--- config.mk ---
export PLATFORM = sky130hd
export DESIGN_NAME = tinydec
export DESIGN_NICKNAME = d
export VERILOG_FILES = /design/src/rtl/tinytea_pkg.sv /design/src/rtl/tinytea_f.sv /design/src/rtl/tinydec.sv
export SDC_FILE = /design/constraint.sdc
export NUM_CORES = 1
export LEC_CHECK = 0
export BUFFER_PORTS_ARGS = -buffer_cell sky130_fd_sc_hd__buf_2
export CAP_MARGIN = 20
export CORE_ASPECT_RATIO = 0.75
export CORE_MARGIN = 3
export CORE_UTILIZATION = 40
export CTS_CLUSTER_DIAMETER = 30
export DETAILED_ROUTE_END_ITERATION = 10
export GPL_TIMING_DRIVEN = 0
export PLACE_DENSITY = 0.58
export REMOVE_ABC_BUFFERS = 1
export SLEW_MARGIN = 20
export SYNTH_ARGS = -nofsm -noshare
export SYNTH_HDL_FRONTEND = slang
export SYNTH_SLANG_ARGS = --single-unit
--- constraint.sdc ---
create_clock -name clk -period 23.7 [get_ports clk]
set_input_delay 4.74 -clock clk [delete_from_list [all_inputs] [get_ports clk]]
set_output_delay 4.74 -clock clk [all_outputs]
set_load 0.005 [all_outputs]
--- src/rtl/tinytea_pkg.sv ---
// Shared definitions for the tinyenc / tinydec pair: config register offsets,
// 16-bit half and 32-bit word types, the key record and the round counter width.
// No logic lives here; both endpoints import it so their register maps stay identical.
package tinytea_pkg;

    // Config register byte offsets
    localparam logic [31:0] ADDR_KEY10  = 32'h0000_0000;
    localparam logic [31:0] ADDR_KEY32  = 32'h0000_0004;
    localparam logic [31:0] ADDR_DELTA  = 32'h0000_0008;
    localparam logic [31:0] ADDR_STATUS = 32'h0000_000C;

    // Round counter must hold N = 16 (SHIFT = 4)
    localparam int ROUND_CNT_W = 5;

    typedef logic [15:0]            half_t;
    typedef logic [31:0]            word_t;
    typedef logic [ROUND_CNT_W-1:0] cnt_t;

    // Key as packed so that {k3,k2,k1,k0} maps straight onto a 64-bit literal
    typedef struct packed {
        half_t k3;
        half_t k2;
        half_t k1;
        half_t k0;
    } key_t;

    typedef enum logic {
        ST_IDLE = 1'b0,
        ST_RUN  = 1'b1
    } state_t;

    // Data words are packed {y,x}: y in the upper half, x in the lower half
    function automatic word_t join_halves(input half_t y, input half_t x);
        return {y, x};
    endfunction

endpackage

--- src/rtl/tinytea_f.sv ---
// Purpose: combinational TEA-style round mixing function on 16-bit halves.
// Latency: 0 cycles (pure combinational).  Backpressure: none, no state.
// Ports: v = value mixed, ka/kb = key halves, s = running sum, f = F(v,ka,kb,s).
module tinytea_f
    import tinytea_pkg::*;
(
    input  logic [15:0] v,
    input  logic [15:0] ka,
    input  logic [15:0] kb,
    input  logic [15:0] s,
    output logic [15:0] f
);

    half_t term_hi;
    half_t term_mid;
    half_t term_lo;

    // All three terms wrap at 16 bits; the right shift is logical.
    assign term_hi  = half_t'(v << 4) + ka;
    assign term_mid = v + s;
    assign term_lo  = (v >> 5) + kb;
    assign f        = term_hi ^ term_mid ^ term_lo;

endmodule

--- src/rtl/tinydec.sv ---
// Purpose: iterative 16-bit-half TEA-style decryptor, receive side of the tinyenc link.
// Latency: N = 1<<SHIFT cycles from accepted req to ack=1 with rdata valid.
// Backpressure: req is only accepted while ack=1; config accesses stall (pready=0) while busy.
// Ports: clk/rst (async, active-high); req/wdata = start + ciphertext {y,x};
//        ack/rdata = idle flag + plaintext {y,x}; psel/penable/pwrite/paddr/pwdata/prdata/pready
//        = APB-style config port for {k1,k0} @0x0, {k3,k2} @0x4, delta @0x8, status @0xC.
module tinydec
    import tinytea_pkg::*;
#(
    parameter logic [63:0] KEY   = 64'h816fc52b09e74da3,
    parameter logic [15:0] DELTA = 16'h1,
    parameter int          SHIFT = 3
) (
    input  logic        clk,
    input  logic        rst,
    input  logic        req,
    input  logic [31:0] wdata,
    output logic        ack,
    output logic [31:0] rdata,
    input  logic        psel,
    input  logic        penable,
    input  logic        pwrite,
    input  logic [31:0] paddr,
    input  logic [31:0] pwdata,
    output logic [31:0] prdata,
    output logic        pready
);

    localparam cnt_t NROUNDS = cnt_t'(1 << SHIFT);

    state_t state_q, state_d;
    cnt_t   cnt_q,   cnt_d;
    half_t  x_q,     x_d;
    half_t  y_q,     y_d;
    half_t  sum_q,   sum_d;
    word_t  rdata_q, rdata_d;

    // Programmable key/delta as seen by the config port
    key_t   key_q,   key_d;
    half_t  delta_q, delta_d;

    // Copy taken at start: a config write landing on the start edge must not
    // leak into the operation that starts on that same edge.
    key_t   run_key_q,   run_key_d;
    half_t  run_delta_q, run_delta_d;

    half_t  f_y;
    half_t  f_x;
    half_t  y_new;
    half_t  x_new;
    logic   cfg_wr;

    assign ack    = (cnt_q == '0);
    assign pready = ack;
    assign rdata  = rdata_q;
    assign cfg_wr = psel & penable & pwrite & pready;

    // Undo the encryptor's last step first: y was updated last, using the final x.
    tinytea_f u_f_y (
        .v  (x_q),
        .ka (run_key_q.k2),
        .kb (run_key_q.k3),
        .s  (sum_q),
        .f  (f_y)
    );

    assign y_new = y_q - f_y;

    // x is then recovered with the freshly restored y.
    tinytea_f u_f_x (
        .v  (y_new),
        .ka (run_key_q.k0),
        .kb (run_key_q.k1),
        .s  (sum_q),
        .f  (f_x)
    );

    assign x_new = x_q - f_x;

    // ------------------------------------------------------------------
    // State register
    // ------------------------------------------------------------------
    always_ff @(posedge clk or posedge rst) begin
        if (rst) begin
            state_q     <= ST_IDLE;
            cnt_q       <= '0;
            x_q         <= '0;
            y_q         <= '0;
            sum_q       <= '0;
            rdata_q     <= '0;
            key_q       <= key_t'(KEY);
            delta_q     <= DELTA;
            run_key_q   <= key_t'(KEY);
            run_delta_q <= DELTA;
        end else begin
            state_q     <= state_d;
            cnt_q       <= cnt_d;
            x_q         <= x_d;
            y_q         <= y_d;
            sum_q       <= sum_d;
            rdata_q     <= rdata_d;
            key_q       <= key_d;
            delta_q     <= delta_d;
            run_key_q   <= run_key_d;
            run_delta_q <= run_delta_d;
        end
    end

    // ------------------------------------------------------------------
    // Round sequencer and datapath next-state
    // ------------------------------------------------------------------
    always_comb begin
        state_d     = state_q;
        cnt_d       = cnt_q;
        x_d         = x_q;
        y_d         = y_q;
        sum_d       = sum_q;
        rdata_d     = rdata_q;
        run_key_d   = run_key_q;
        run_delta_d = run_delta_q;

        case (state_q)
            ST_IDLE: begin
                if (req) begin
                    state_d     = ST_RUN;
                    cnt_d       = NROUNDS;
                    x_d         = wdata[15:0];
                    y_d         = wdata[31:16];
                    // Encryptor ends with sum = N*delta; start from there and walk back.
                    sum_d       = half_t'(delta_q << SHIFT);
                    run_key_d   = key_q;
                    run_delta_d = delta_q;
                end
            end
            ST_RUN: begin
                cnt_d = cnt_q - cnt_t'(1);
                x_d   = x_new;
                y_d   = y_new;
                sum_d = sum_q - run_delta_q;
                if (cnt_q == cnt_t'(1)) begin
                    state_d = ST_IDLE;
                    rdata_d = join_halves(y_new, x_new);
                end
            end
            default: begin
                state_d = ST_IDLE;
                cnt_d   = '0;
            end
        endcase
    end

    // ------------------------------------------------------------------
    // Config register file
    // ------------------------------------------------------------------
    always_comb begin
        key_d   = key_q;
        delta_d = delta_q;
        if (cfg_wr) begin
            case (paddr)
                ADDR_KEY10: begin
                    key_d.k1 = pwdata[31:16];
                    key_d.k0 = pwdata[15:0];
                end
                ADDR_KEY32: begin
                    key_d.k3 = pwdata[31:16];
                    key_d.k2 = pwdata[15:0];
                end
                ADDR_DELTA: begin
                    delta_d = pwdata[15:0];
                end
                default: begin
                    // status is read-only, other offsets are unmapped
                end
            endcase
        end
    end

    always_comb begin
        prdata = '0;
        case (paddr)
            ADDR_KEY10:  prdata = {key_q.k1, key_q.k0};
            ADDR_KEY32:  prdata = {key_q.k3, key_q.k2};
            ADDR_DELTA:  prdata = {16'h0000, delta_q};
            ADDR_STATUS: prdata = {31'h0, ~ack};
            default:     prdata = '0;
        endcase
    end

endmodule

==> results of run 1 <==
through the flow:
step / util / std cells / hold WS [ps] / setup WS [ps] / area (µm²)
2_1_floorplan: - / 1444 / 464 / 12230 / 15700
3_3_place_gp: 0.443 / 2123 / 458 / 9300 / 17100
3_5_place_dp: 0.451 / 2137 / 473 / 11350 / 17500
4_1_cts: 0.500 / 2240 / 483 / 11350 / 19300
5_1_grt: 0.500 / 2240 / 511 / 11270 / 19300
6_report: 0.500 / 2240 / 473 / 11450 / 19300
state kept, by name, summed over array words and instances (netlist names):
name and cells:
cnt_q 5, delta_q 16, key_q 64, rdata 32, run_delta_q 16, run_key_q 64, state_q 1, sum_q 16
x_q 16, y_q 16
area by class of cell:
cell class / count / area, µm² / share of cell area
multi-input combinational: 1146 / 9270 / 0.479
sequential: 246 / 6240 / 0.323
clock buffer: 73 / 1500 / 0.0778
timing repair buffer: 181 / 1110 / 0.0577
tap: 512 / 641 / 0.0331
clock inverter: 30 / 364 / 0.0188
inverter: 52 / 203 / 0.0105
layer usage:
metal | GRT usage | up-vias | share of wire
li1 | - | 5759 | -
met1 | 0.315 | 5916 | 0.51
met2 | 0.319 | 281 | 0.43
met3 | 0.0391 | 48 | 0.050
met4 | 0.0441 | 2 | 0.013
met5 | 0 | - | 0.00016
path summary, 6_finish.rpt:
| path | slack [ps] | endpoint | startpoint | cells past startpoint |
|---|---|---|---|---|
| max | 11450 | prdata[22] | paddr[13] | 8 |
| min | 470 | rdata[2]$_DFFE_PP0P_ | rdata[2]$_DFFE_PP0P_ | 2 |
| max reg2reg | 15160 | x_q[15]$_DFFE_PP0P_ | x_q[5]$_DFFE_PP0P_ | 34 |
| min reg2reg | 470 | rdata[2]$_DFFE_PP0P_ | rdata[2]$_DFFE_PP0P_ | 2 |
| max in group asynchronous | 18510 | state_q$_DFF_PP0_ | rst | 3 |
| min in group asynchronous | 4260 | run_key_q[2]$_DFFE_PP0P_ | rst | 2 |
worst reg2reg max path, delay by kind of cell, from the launching register on:
family                   cells  cell delay, ps
AO/OA/AOI/OAI               15            3030
XOR/XNOR                    12            2780
adder cells (fa/ha/maj)      5            1780
flip-flops                   1             530
AND/OR/NAND/NOR              2             310
cells by family after synthesis:
family | Yosys count
simple gates | 281
compound gates | 343
buf+inv | 107
flops | 246
mux | 211
xor+xnor | 177
fa+ha+maj | 134
layout by cell type (no fill, tap or decap), types with 6 or more instances in the layout:
cell type                   netlist  final
sky130_fd_sc_hd__dfrtp_1        180    179
sky130_fd_sc_hd__buf_2            5    166
sky130_fd_sc_hd__xnor2_1        132    132
sky130_fd_sc_hd__ha_1           125    125
sky130_fd_sc_hd__mux2_2          97     97
sky130_fd_sc_hd__nand2_1         96     95
sky130_fd_sc_hd__a21oi_1         92     92
sky130_fd_sc_hd__nor2_1          71     71
sky130_fd_sc_hd__o21ai_0         68     68
sky130_fd_sc_hd__mux2_1          67     67
sky130_fd_sc_hd__dfstp_2         66     66
sky130_fd_sc_hd__clkbuf_16        0     55
sky130_fd_sc_hd__inv_1           51     50
sky130_fd_sc_hd__mux2i_1         47     47
sky130_fd_sc_hd__a21o_1          43     43
sky130_fd_sc_hd__xor2_1          40     40
sky130_fd_sc_hd__o21ai_1         32     32
sky130_fd_sc_hd__nor2b_1         24     21
sky130_fd_sc_hd__nand3_1         18     18
sky130_fd_sc_hd__a211oi_1        18     18
sky130_fd_sc_hd__a22o_1          18     18
sky130_fd_sc_hd__o21bai_1        16     16
sky130_fd_sc_hd__nor3_1          15     15
sky130_fd_sc_hd__clkinv_2         0     14
sky130_fd_sc_hd__nand2b_1        13     13
sky130_fd_sc_hd__clkbuf_1        36     12
sky130_fd_sc_hd__o21a_1           9      9
sky130_fd_sc_hd__fa_1             9      9
sky130_fd_sc_hd__nor4_1           7      7
sky130_fd_sc_hd__a31oi_1          7      7
sky130_fd_sc_hd__o31ai_1          6      6
sky130_fd_sc_hd__or3_1            6      6
sky130_fd_sc_hd__clkbuf_8         0      6
==> impl_table.tex, run 1 <==
\begin{tabular}{lr}
\hline
Metric & Value \\
\hline
\multicolumn{2}{l}{\textbf{Critical path}} \\
\quad Slowest cell on the critical path & sky130\_fd\_sc\_hd\_\_nor3\_4 \\
\quad Critical path capture point type & primary output \\
\quad Data required time at the worst endpoint & 18960 ps \\
\quad Slowest Stage Delay on Critical Path & 710 ps \\
\quad Category of the critical setup timing path & in2out \\
\quad Arrival time reported for the critical path endpoint & 7510 ps \\
\quad Crit-path most repeated cell & sky130\_fd\_sc\_hd\_\_buf\_2 \\
\quad Crit path max fanout & 19 \\
\quad Crit-path leading delay family & simple AND/OR/NAND/NOR gates \\
\quad Crit path buffers/inverters & 3 \\
\quad Type of element launching the critical path & input pin \\
\quad Cell Chain, Critical Path & buf\_2 -> or4\_1 -> nor3\_1 -> nand4b\_2 -> nor3\_4 -> buf\_8 -> a22o\_1 -> buf\_2 \\
\multicolumn{2}{l}{\textbf{Yosys}} \\
\quad Cell accounting for the most synthesized area & sky130\_fd\_sc\_hd\_\_dfrtp\_1 \\
\quad Average cell area after synthesis & 10.6 µm² \\
\quad Sequential element share of the synthesized area & 0.392 \\
\quad Multiplexer share of the synthesized area & 0.146 \\
\quad Most common cell in the synthesized netlist & sky130\_fd\_sc\_hd\_\_dfrtp\_1 \\
\quad Synthesized flop and latch total & 246 \\
\quad Number of warnings issued by yosys & 0 \\
\quad Combinational family with the most area after synthesis & multiplexers \\
\quad Xor and xnor fraction of the mapped netlist area & 0.101 \\
\quad Most area-consuming cells after synthesis & sky130\_fd\_sc\_hd\_\_dfrtp\_1 (28\%), sky130\_fd\_sc\_hd\_\_dfstp\_2 (11\%), sky130\_fd\_sc\_hd\_\_ha\_1 (9.8\%) \\
\quad Number of synthesized flops with an enable pin & 0 \\
\quad Flip-flop cell with the highest count after synthesis & sky130\_fd\_sc\_hd\_\_dfrtp\_1 \\
\quad Synthesized cell area & 15900 µm² \\
\quad Most common library cells after synthesis & sky130\_fd\_sc\_hd\_\_dfrtp\_1 (180), sky130\_fd\_sc\_hd\_\_xnor2\_1 (132), sky130\_fd\_sc\_hd\_\_ha\_1 (125) \\
\quad Post-synth cell types & 77 \\
\quad Post-Synthesis Cells & 1499 \\
\quad Synthesized-area fraction occupied by ao, oa, aoi and oai cells & 0.139 \\
\quad Fraction of synthesis flops using an asynchronous set or reset pin & 1.00 \\
\quad Adder-cell share of the synthesized area & 0.110 \\
\quad Post-synthesis simple-gate area fraction & 0.0852 \\
\quad Share of the synthesized area in the top cell type & 0.283 \\
\multicolumn{2}{l}{\textbf{Global routing}} \\
\quad Total track usage & 0.211 \\
\quad Number of global-route vias before repair & 12100 \\
\quad Sum of overflow across all layers after global routing & 0 \\
\quad Initial antenna violation count & 1 \\
\quad Largest net degree at the start of global routing & 91 \\
\quad Wire length of the first global-routing pass & 69.5 mm \\
\multicolumn{2}{l}{\textbf{Die}} \\
\quad Starting density of the core & 0.411 \\
\quad Die outline height & 179 µm \\
\quad Placement row count & 62 \\
\quad Die Area & 42200 µm² \\
\quad Die Wd & 236 µm \\
\quad Top-level I/O count & 168 \\
\quad Core Area & 38700 µm² \\
\multicolumn{2}{l}{\textbf{Timing}} \\
\quad Transition time at the pin with the least slew margin & 984 ps \\
\quad Final TNS setup & 0 ps \\
\quad Final setup violation count & 0 \\
\quad Max-slew headroom & 0.342 \\
\quad Share of the cycle needed by the critical path after routing & 0.517 \\
\quad Hold violation count in the final report & 0 \\
\quad RSZ-0062 raised after global routing & no \\
\quad Max frequency & 81.6 MHz \\
\quad Max Slew Vio Count & 0 \\
\quad Final setup skew & 31.6 ps \\
\quad Post-layout min period & 12250 ps \\
\multicolumn{2}{l}{\textbf{Layout}} \\
\quad FILL cells & 3513 \\
\quad Fraction of final layout cells with drive strength greater than 1 & 0.267 \\
\quad Antenna diode count & 0 \\
\quad NumNets Final & 1918 \\
\quad Synthesis-to-finish area growth & 21.6\% \\
\multicolumn{2}{l}{\textbf{Placement}} \\
\quad Placer congestion estimate & 0.920 \\
\quad Hpwl dp & 34.1 mm \\
\quad Count of buffers from port buffering & 167 \\
\multicolumn{2}{l}{\textbf{Routing}} \\
\quad Post-route DRC violation count & 0 \\
\quad DR WL/cell & 20.0 µm \\
\quad Antenna Violating Nets Remaining & 0 \\
\quad Vias post-DR & 12000 \\
\quad Number of optimization iterations in the first detailed-route pass & 5 \\
\quad Initial DRC Count & 600 \\
\quad Total detailed-routing wirelength & 44.8 mm \\
\quad Vias per Instance & 5.36 \\
\multicolumn{2}{l}{\textbf{Clock network}} \\
\quad Worst-case clock buffer depth & 3 \\
\quad Number of gates resized after cts & 0 \\
\quad Clock slew at the register clock pins of the worst setup and hold paths & 40 ps \\
\quad Clock sink total & 246 \\
\quad Number of hold-repair buffers added at the cts stage & 0 \\
\quad CTS root buffer & sky130\_fd\_sc\_hd\_\_clkbuf\_16 \\
\quad Clock H-tree levels & 2 \\
\quad Cts bufs inserted & 55 \\
\quad Source-to-sink clock delay at the later pin of the worst-skew pair & 590 ps \\
\quad \# Post-CTS Setup Buffers & 0 \\
\quad CTS tree & yes \\
\multicolumn{2}{l}{\textbf{Run status}} \\
\quad Status & finished clean \\
\multicolumn{2}{l}{\textbf{Flow run}} \\
\quad Number of max-capacitance violations reported & 0 \\
\multicolumn{2}{l}{\textbf{Min path}} \\
\quad Worst min-delay path category & reg2reg \\
\hline
\end{tabular}
Power of run 1 is not shown: default switching activity piles up to over one toggle a cycle in this logic, so the estimate is an artifact.
==> run 2: changes to the inputs <==
Settings changed: ABC_AREA set to 1, PLACE_DENSITY 0.58 to 0.6.
Clock period 23.7 ns to 11.25 ns, I/O delays scaled along.
==> impl_table.tex, run 2 <==
\begin{tabular}{lr}
\hline
Metric & Value \\
\hline
\multicolumn{2}{l}{\textbf{Clock network}} \\
\quad \# Post-CTS Setup Buffers & 0 (unchanged) \\
\quad Number of gates resized after cts & 0 (unchanged) \\
\quad Clock sink total & 246 (unchanged) \\
\quad Worst-case clock buffer depth & 3 (unchanged) \\
\quad Number of hold-repair buffers added at the cts stage & 0 (unchanged) \\
\quad Source-to-sink clock delay at the later pin of the worst-skew pair & 580 ps (about the same) \\
\quad Clock slew at the register clock pins of the worst setup and hold paths & 50 ps (about the same) \\
\quad CTS root buffer & sky130\_fd\_sc\_hd\_\_clkbuf\_16 \\
\quad Clock H-tree levels & 2 (unchanged) \\
\quad CTS tree & yes \\
\quad Cts bufs inserted & 52 (-5.5\%) \\
\multicolumn{2}{l}{\textbf{Yosys}} \\
\quad Post-Synthesis Cells & 2002 (+34\%) \\
\quad Average cell area after synthesis & 7.95 µm² (-25\%) \\
\quad Synthesized flop and latch total & 246 (unchanged) \\
\quad Most common library cells after synthesis & sky130\_fd\_sc\_hd\_\_nand2\_1 (601), sky130\_fd\_sc\_hd\_\_inv\_1 (207), sky130\_fd\_sc\_hd\_\_dfrtp\_1 (180) \\
\quad Sequential element share of the synthesized area & 0.392 (-0.000740) \\
\quad Share of the synthesized area in the top cell type & 0.283 (-0.000534) \\
\quad Most area-consuming cells after synthesis & sky130\_fd\_sc\_hd\_\_dfrtp\_1 (28\%), sky130\_fd\_sc\_hd\_\_nand2\_1 (14\%), sky130\_fd\_sc\_hd\_\_dfstp\_2 (11\%) \\
\quad Synthesized cell area & 15900 µm² (+0.19\%) \\
\quad Most common cell in the synthesized netlist & sky130\_fd\_sc\_hd\_\_nand2\_1 \\
\quad Number of warnings issued by yosys & 0 (unchanged) \\
\quad Post-synth cell types & 48 (-38\%) \\
\quad Cell accounting for the most synthesized area & sky130\_fd\_sc\_hd\_\_dfrtp\_1 \\
\quad Fraction of synthesis flops using an asynchronous set or reset pin & 1.00 (unchanged) \\
\quad Flip-flop cell with the highest count after synthesis & sky130\_fd\_sc\_hd\_\_dfrtp\_1 \\
\quad Number of synthesized flops with an enable pin & 0 (unchanged) \\
\multicolumn{2}{l}{\textbf{Critical path}} \\
\quad Crit-path most repeated cell & sky130\_fd\_sc\_hd\_\_nand2\_1 \\
\quad Category of the critical setup timing path & reg2reg \\
\quad Critical path capture point type & flip-flop \\
\quad Data required time at the worst endpoint & 11730 ps (-7230 ps) \\
\quad Arrival time reported for the critical path endpoint & 8090 ps (+580 ps) \\
\quad Slowest Stage Delay on Critical Path & 490 ps (-220 ps) \\
\quad Worst Reg2Reg Path Length in Cells & 37 (+8.8\%) \\
\quad Type of element launching the critical path & flip-flop \\
\quad Crit path max fanout & 5 (-14) \\
\quad Slowest cell on the critical path & sky130\_fd\_sc\_hd\_\_xor2\_1 \\
\multicolumn{2}{l}{\textbf{Layout}} \\
\quad Fraction of final layout cells with drive strength greater than 1 & 0.175 (-0.0928) \\
\quad Most common library cell in the layout ignoring fill and taps & sky130\_fd\_sc\_hd\_\_nand2\_1 \\
\quad Antenna diode count & 0 (unchanged) \\
\quad FILL cells & 3765 (+7.2\%) \\
\quad Commonest cells after routing, fill and taps aside & sky130\_fd\_sc\_hd\_\_nand2\_1 (599), sky130\_fd\_sc\_hd\_\_inv\_1 (205), sky130\_fd\_sc\_hd\_\_dfrtp\_1 (179), sky130\_fd\_sc\_hd\_\_o21ai\_0 (173), sky130\_fd\_sc\_hd\_\_buf\_2 (167) \\
\quad Multi-input gate area & 8710 µm² (-6.0\%) \\
\quad NumNets Final & 2415 (+26\%) \\
\quad Register area & 6240 µm² (about the same) \\
\quad Fin cells & 2735 (+22\%) \\
\quad Synthesis-to-finish area growth & 21.2\% \\
\multicolumn{2}{l}{\textbf{Routing}} \\
\quad DR WL/cell & 17.4 µm (-13\%) \\
\quad Antenna Violating Nets Remaining & 0 (unchanged) \\
\quad Initial DRC Count & 886 (+48\%) \\
\quad Vias post-DR & 14000 (+17\%) \\
\quad Vias per Instance & 5.13 (-4.2\%) \\
\quad Post-route DRC violation count & 0 (unchanged) \\
\quad Number of optimization iterations in the first detailed-route pass & 5 (unchanged) \\
\quad Total detailed-routing wirelength & 47.7 mm (+6.5\%) \\
\multicolumn{2}{l}{\textbf{Placement}} \\
\quad Placer congestion estimate & 0.894 (-2.8\%) \\
\quad Count of buffers from port buffering & 167 (unchanged) \\
\quad Placed insts & 2636 (+23\%) \\
\quad Hpwl dp & 37.2 mm (+9.1\%) \\
\multicolumn{2}{l}{\textbf{Timing}} \\
\quad Hold violation count in the final report & 0 (unchanged) \\
\quad Transition time at the pin with the least slew margin & 937 ps (-46.8 ps) \\
\quad Post-layout min period & 7610 ps \\
\quad Final setup violation count & 0 (unchanged) \\
\quad RSZ-0062 raised after global routing & no \\
\quad Max Slew Vio Count & 0 (unchanged) \\
\quad Max-slew headroom & 0.373 (+0.0311) \\
\quad Max frequency & 131 MHz \\
\quad Share of the cycle needed by the critical path after routing & 0.676 \\
\quad Final setup skew & 39.4 ps (+7.80 ps) \\
\multicolumn{2}{l}{\textbf{Min path}} \\
\quad Worst min-delay path category & reg2reg \\
\quad Cell depth of the worst min-delay path & 2 (unchanged) \\
\multicolumn{2}{l}{\textbf{Die}} \\
\quad Die Wd & 236 µm (about the same) \\
\quad Top-level I/O count & 168 (unchanged) \\
\quad Placement row count & 62 (unchanged) \\
\quad Die Area & 42300 µm² (+0.19\%) \\
\quad Die outline height & 179 µm (about the same) \\
\quad Core Area & 38800 µm² (+0.20\%) \\
\quad Starting density of the core & 0.411 (about the same) \\
\multicolumn{2}{l}{\textbf{Run status}} \\
\quad Status & finished clean \\
\multicolumn{2}{l}{\textbf{Global routing}} \\
\quad Wire length of the first global-routing pass & 75.5 mm (+8.5\%) \\
\quad Largest net degree at the start of global routing & 101 (+11\%) \\
\quad Total track usage & 0.226 (+0.0153) \\
\quad Sum of overflow across all layers after global routing & 0 (unchanged) \\
\quad Number of global-route vias before repair & 14000 (+15\%) \\
\quad Initial antenna violation count & 0 (-1) \\
\multicolumn{2}{l}{\textbf{Flow run}} \\
\quad Number of max-capacitance violations reported & 0 (unchanged) \\
\hline
\end{tabular}
==> run 2: cell count changes after synthesis, moves of 38 or more <==
cell,delta
sky130_fd_sc_hd__xnor2_1,-81
sky130_fd_sc_hd__mux2_2,-97
sky130_fd_sc_hd__nand2_1,+505
sky130_fd_sc_hd__a21o_1,-38
sky130_fd_sc_hd__mux2_1,-67
sky130_fd_sc_hd__xor2_1,+67
sky130_fd_sc_hd__inv_1,+156
sky130_fd_sc_hd__nand3_1,+91
sky130_fd_sc_hd__mux2i_1,-47
sky130_fd_sc_hd__o21ai_0,+105
==> run 2: path summary, 6_finish.rpt <==
check / slack, ps / endpoint / start
worst min register to register: 460 / run_delta_q[0]$_DFFE_PP1P_ / run_delta_q[0]$_DFFE_PP1P_
max in group asynchronous: 8590 / y_q[11]$_DFFE_PP0P_ / rst
min in group asynchronous: 1730 / key_q[52]$_DFFE_PP0P_ / rst
worst max-delay path: 3640 / rdata[15]$_DFFE_PP0P_ / x_q[0]$_DFFE_PP0P_
worst max register to register: 3640 / rdata[15]$_DFFE_PP0P_ / x_q[0]$_DFFE_PP0P_
worst min-delay path: 460 / run_delta_q[0]$_DFFE_PP1P_ / run_delta_q[0]$_DFFE_PP1P_
==> run 2: layout make-up <==
cell class / instances / share of cell area
well taps: 512 / 0.0332
repair buffers: 181 / 0.0577
flip-flops and latches: 246 / 0.323
inverters: 210 / 0.0413
clock inverters: 35 / 0.0210
multi-input cells: 1488 / 0.451
clock buffers: 63 / 0.0726
==> run 2: kinds of logic (layout without fill, tap and decap cells) <==
| group | Yosys count | after routing | share of synthesized area |
|---|---|---|---|
| flip-flops | 246 | 246 | 0.392 |
| buffers and inverters | 268 | 489 | 0.0637 |
| XOR/XNOR | 159 | 159 | 0.0886 |
| AO/OA/AOI/OAI | 377 | 377 | 0.131 |
| AND/OR/NAND/NOR | 818 | 818 | 0.215 |
| adder cells (fa/ha/maj) | 134 | 134 | 0.110 |
==> run 2: stage by stage <==
stage,TNS (ps),instance area [µm²],setup slack [ps],hold WS (ps),util
after detailed placement,0,17500,3740,460,0.451
after CTS,0,19300,3660,467,0.497
after global routing,0,19300,3080,481,0.498
final,0,19300,3640,464,0.498
after global placement,-169940,17200,-1300,454,0.443
after floorplan,0,15700,2350,446,-
==> run 2: metal layers <==
metal	global-route usage	wire, µm	vias to the layer above
met4	0.0476	818	0
met5	0	0	-
met2	0.336	19500	370
met3	0.0381	2800	56
li1	-	-	6952
met1	0.345	24600	6662
==> run 2: worst max-delay path: cells and delay by family (launching register included) <==
kind / cells / cell delay [ps]
AND/OR/NAND/NOR: 12 / 1500
XOR/XNOR: 7 / 1940
AO/OA/AOI/OAI: 10 / 1450
adder cells (fa/ha/maj): 6 / 2020
buffers and inverters: 2 / 150
flip-flops: 1 / 460
Power of run 2 is left out for the same reason.
==> run 3: changes to the inputs <==
Clock period 11.25 ns to 6.45 ns, I/O delays scaled along.
==> impl_table.tex, run 3 (synthesis results as in run 2) <==
\begin{tabular}{lr}
\hline
Metric & Value \\
\hline
\multicolumn{2}{l}{\textbf{Critical path}} \\
\quad Slack of the worst reg-to-reg path & -100 ps (-3740 ps) \\
\quad Worst Reg2Reg Path Length in Cells & 38 (+2.7\%) \\
\quad Data required time at the worst endpoint & 6880 ps (-4850 ps) \\
\quad Launching element of the worst setup path & x\_q[0]\$\_DFFE\_PP0P\_ \\
\quad Category of the critical setup timing path & reg2reg \\
\quad Worst flop-to-flop path startpoint & x\_q[0]\$\_DFFE\_PP0P\_ \\
\quad Crit path max fanout & 3 (-2) \\
\quad Arrival time reported for the critical path endpoint & 6980 ps (-1110 ps) \\
\quad Crit-path most repeated cell & sky130\_fd\_sc\_hd\_\_nand2\_1 \\
\quad Type of element launching the critical path & flip-flop \\
\quad Critical path capture point type & flip-flop \\
\quad Capturing instance or port of the critical path & rdata[15]\$\_DFFE\_PP0P\_ \\
\quad Reg2Reg Capture Point & rdata[15]\$\_DFFE\_PP0P\_ \\
\quad Slowest cell on the critical path & sky130\_fd\_sc\_hd\_\_dfrtp\_2 \\
\quad Slowest Stage Delay on Critical Path & 470 ps (-20 ps) \\
\multicolumn{2}{l}{\textbf{Routing}} \\
\quad DR WL/cell & 17.7 µm (+1.5\%) \\
\quad Number of optimization iterations in the first detailed-route pass & 5 (unchanged) \\
\quad Met3 WL post-DR & 2.87 mm (+2.5\%) \\
\quad Highest metal layer with signal wires & met4 \\
\quad Detail Route met2 WL & 20.6 mm (+5.9\%) \\
\quad Total detailed-routing wirelength & 49.3 mm (+3.5\%) \\
\quad Vias per Instance & 5.15 (+0.31\%) \\
\quad Initial DRC Count & 988 (+12\%) \\
\quad Antenna Violating Nets Remaining & 0 (unchanged) \\
\quad Wire length the detailed router placed on met1 & 25.1 mm (+1.8\%) \\
\quad Vias post-DR & 14400 (+2.3\%) \\
\quad Post-route DRC violation count & 0 (unchanged) \\
\multicolumn{2}{l}{\textbf{Timing}} \\
\quad Max frequency & 153 MHz (+16\%) \\
\quad Share of the cycle needed by the critical path after routing & 1.02 (+0.339) \\
\quad Final setup violation count & 2 (+2) \\
\quad Crit path setup slack, layout & -99.9 ps (-3740 ps) \\
\quad Max-slew headroom & 0.371 (-0.00181) \\
\quad Max Slew Vio Count & 0 (unchanged) \\
\quad RSZ-0062 raised after global routing & yes \\
\quad Post-layout min period & 6550 ps (-1060 ps) \\
\quad Final setup skew & 39.8 ps (+0.328 ps) \\
\quad Hold violation count in the final report & 0 (unchanged) \\
\quad Transition time at the pin with the least slew margin & 940 ps (+2.70 ps) \\
\multicolumn{2}{l}{\textbf{Min path}} \\
\quad Cell depth of the worst min-delay path & 2 (unchanged) \\
\quad Worst min-delay path category & reg2reg \\
\quad Origin of the worst min-delay path & run\_key\_q[0]\$\_DFFE\_PP1P\_ \\
\multicolumn{2}{l}{\textbf{Clock network}} \\
\quad Clock slew at the register clock pins of the worst setup and hold paths & 50 ps (about the same) \\
\quad Cts bufs inserted & 52 (unchanged) \\
\quad CTS tree & yes \\
\quad Number of hold-repair buffers added at the cts stage & 0 (unchanged) \\
\quad Clock H-tree levels & 2 (unchanged) \\
\quad Source-to-sink clock delay at the later pin of the worst-skew pair & 580 ps (about the same) \\
\quad Clock sink total & 246 (unchanged) \\
\quad Worst-case clock buffer depth & 3 (unchanged) \\
\quad CTS root buffer & sky130\_fd\_sc\_hd\_\_clkbuf\_16 \\
\multicolumn{2}{l}{\textbf{Layout}} \\
\quad Synthesis-to-finish area growth & 30.7\% \\
\quad Fin cells & 2789 (+2.0\%) \\
\quad Post-layout instance area & 20800 µm² (+7.8\%) \\
\quad FILL cells & 3603 (-4.3\%) \\
\quad NumNets Final & 2469 (+2.2\%) \\
\quad Share of the core filled with cells & 0.537 (+0.0388) \\
\quad Commonest cells after routing, fill and taps aside & sky130\_fd\_sc\_hd\_\_nand2\_1 (578), sky130\_fd\_sc\_hd\_\_inv\_1 (202), sky130\_fd\_sc\_hd\_\_dfrtp\_1 (173), sky130\_fd\_sc\_hd\_\_buf\_2 (167), sky130\_fd\_sc\_hd\_\_o21ai\_0 (166) \\
\quad Multi-input gate area & 9800 µm² (+13\%) \\
\quad Antenna diode count & 0 (unchanged) \\
\quad Most common library cell in the layout ignoring fill and taps & sky130\_fd\_sc\_hd\_\_nand2\_1 \\
\quad Fraction of final layout cells with drive strength greater than 1 & 0.264 (+0.0898) \\
\quad Register area & 6250 µm² (+0.12\%) \\
\multicolumn{2}{l}{\textbf{Global routing}} \\
\quad Total track usage & 0.231 (+0.00448) \\
\quad Initial antenna violation count & 0 (unchanged) \\
\quad Largest net degree at the start of global routing & 101 (unchanged) \\
\quad Sum of overflow across all layers after global routing & 0 (unchanged) \\
\quad Number of global-route vias before repair & 14200 (+1.7\%) \\
\quad Wire length of the first global-routing pass & 77.0 mm (+2.0\%) \\
\multicolumn{2}{l}{\textbf{Placement}} \\
\quad Count of buffers from port buffering & 167 (unchanged) \\
\quad Placed insts & 2636 (unchanged) \\
\quad Post-Place Cell Area & 17500 µm² (unchanged) \\
\quad Hpwl dp & 37.2 mm (unchanged) \\
\quad Placer congestion estimate & 0.894 (unchanged) \\
\quad Post-placement setup slack & -1060 ps (-4800 ps) \\
\multicolumn{2}{l}{\textbf{Die}} \\
\quad Starting density of the core & 0.411 (unchanged) \\
\quad Die Area & 42300 µm² (unchanged) \\
\quad Placement row count & 62 (unchanged) \\
\quad Core Area & 38800 µm² (unchanged) \\
\quad Top-level I/O count & 168 (unchanged) \\
\quad Die outline height & 179 µm (unchanged) \\
\quad Die Wd & 236 µm (unchanged) \\
\multicolumn{2}{l}{\textbf{Flow run}} \\
\quad Number of max-capacitance violations reported & 0 (unchanged) \\
\multicolumn{2}{l}{\textbf{Run status}} \\
\quad Violations in the final reports & negative setup slack \\
\quad Status & complete, but fails checks \\
\hline
\end{tabular}
## run 3: cell types whose count changed in the layout (fill, tap and decap cells not counted), sizes merged
cell  previous run  this run
buf            181       235
## run 3: how the worst min path moves through the flow
| stage | endpoint |
|---|---|
| CTS | run_delta_q[0]$_DFFE_PP1P_ |
| global route | run_key_q[1]$_DFFE_PP1P_ |
| floorplan | run_delta_q[0]$_DFFE_PP1P_ |
| detailed placement | run_delta_q[0]$_DFFE_PP1P_ |
| global placement | run_delta_q[0]$_DFFE_PP1P_ |
| finish | run_key_q[0]$_DFFE_PP1P_ |
## run 3: area by class of cell
class,count,share of cell area
clock buffer,63,0.0674
clock inverter,35,0.0195
inverter,210,0.0384
multi-input combinational,1488,0.471
sequential,246,0.300
tap,512,0.0308
timing repair buffer,235,0.0730
## run 3: timing repair
action / in CTS / in global routing
resized for setup: 106 / 90
setup endpoints to repair: 14 / 14
pin swaps: 70 / 90
setup buffers: 32 / 22
## run 3: worst max-delay path, delay by kind of cell, from the launching register on
family                     cells  cell delay, ps
AOI/OAI and AO/OA              7            1070
buffers and inverters          1              90
DFF                            1             470
and+or+nand+nor               17            1690
adders and majority gates      5            1450
xor gates and xnor gates       8            1630
## run 3: stage by stage
| step | TNS (ps) | hold WS [ps] |
|---|---|---|
| after global placement | -1247900 | 454 |
| after floorplan | -289960 | 446 |
| after detailed placement | -4990 | 460 |
| after CTS | -315 | 467 |
| after global routing | -890 | 481 |
| final | -158 | 467 |
## run 3: layer usage
layer  GRT usage  vias to the layer above
li1            -                     7029
met1       0.353                     6923
met2       0.344                      352
met3      0.0351                       58
met4      0.0478                        0
met5           0                        -
Power of run 3 is left out for the same reason.
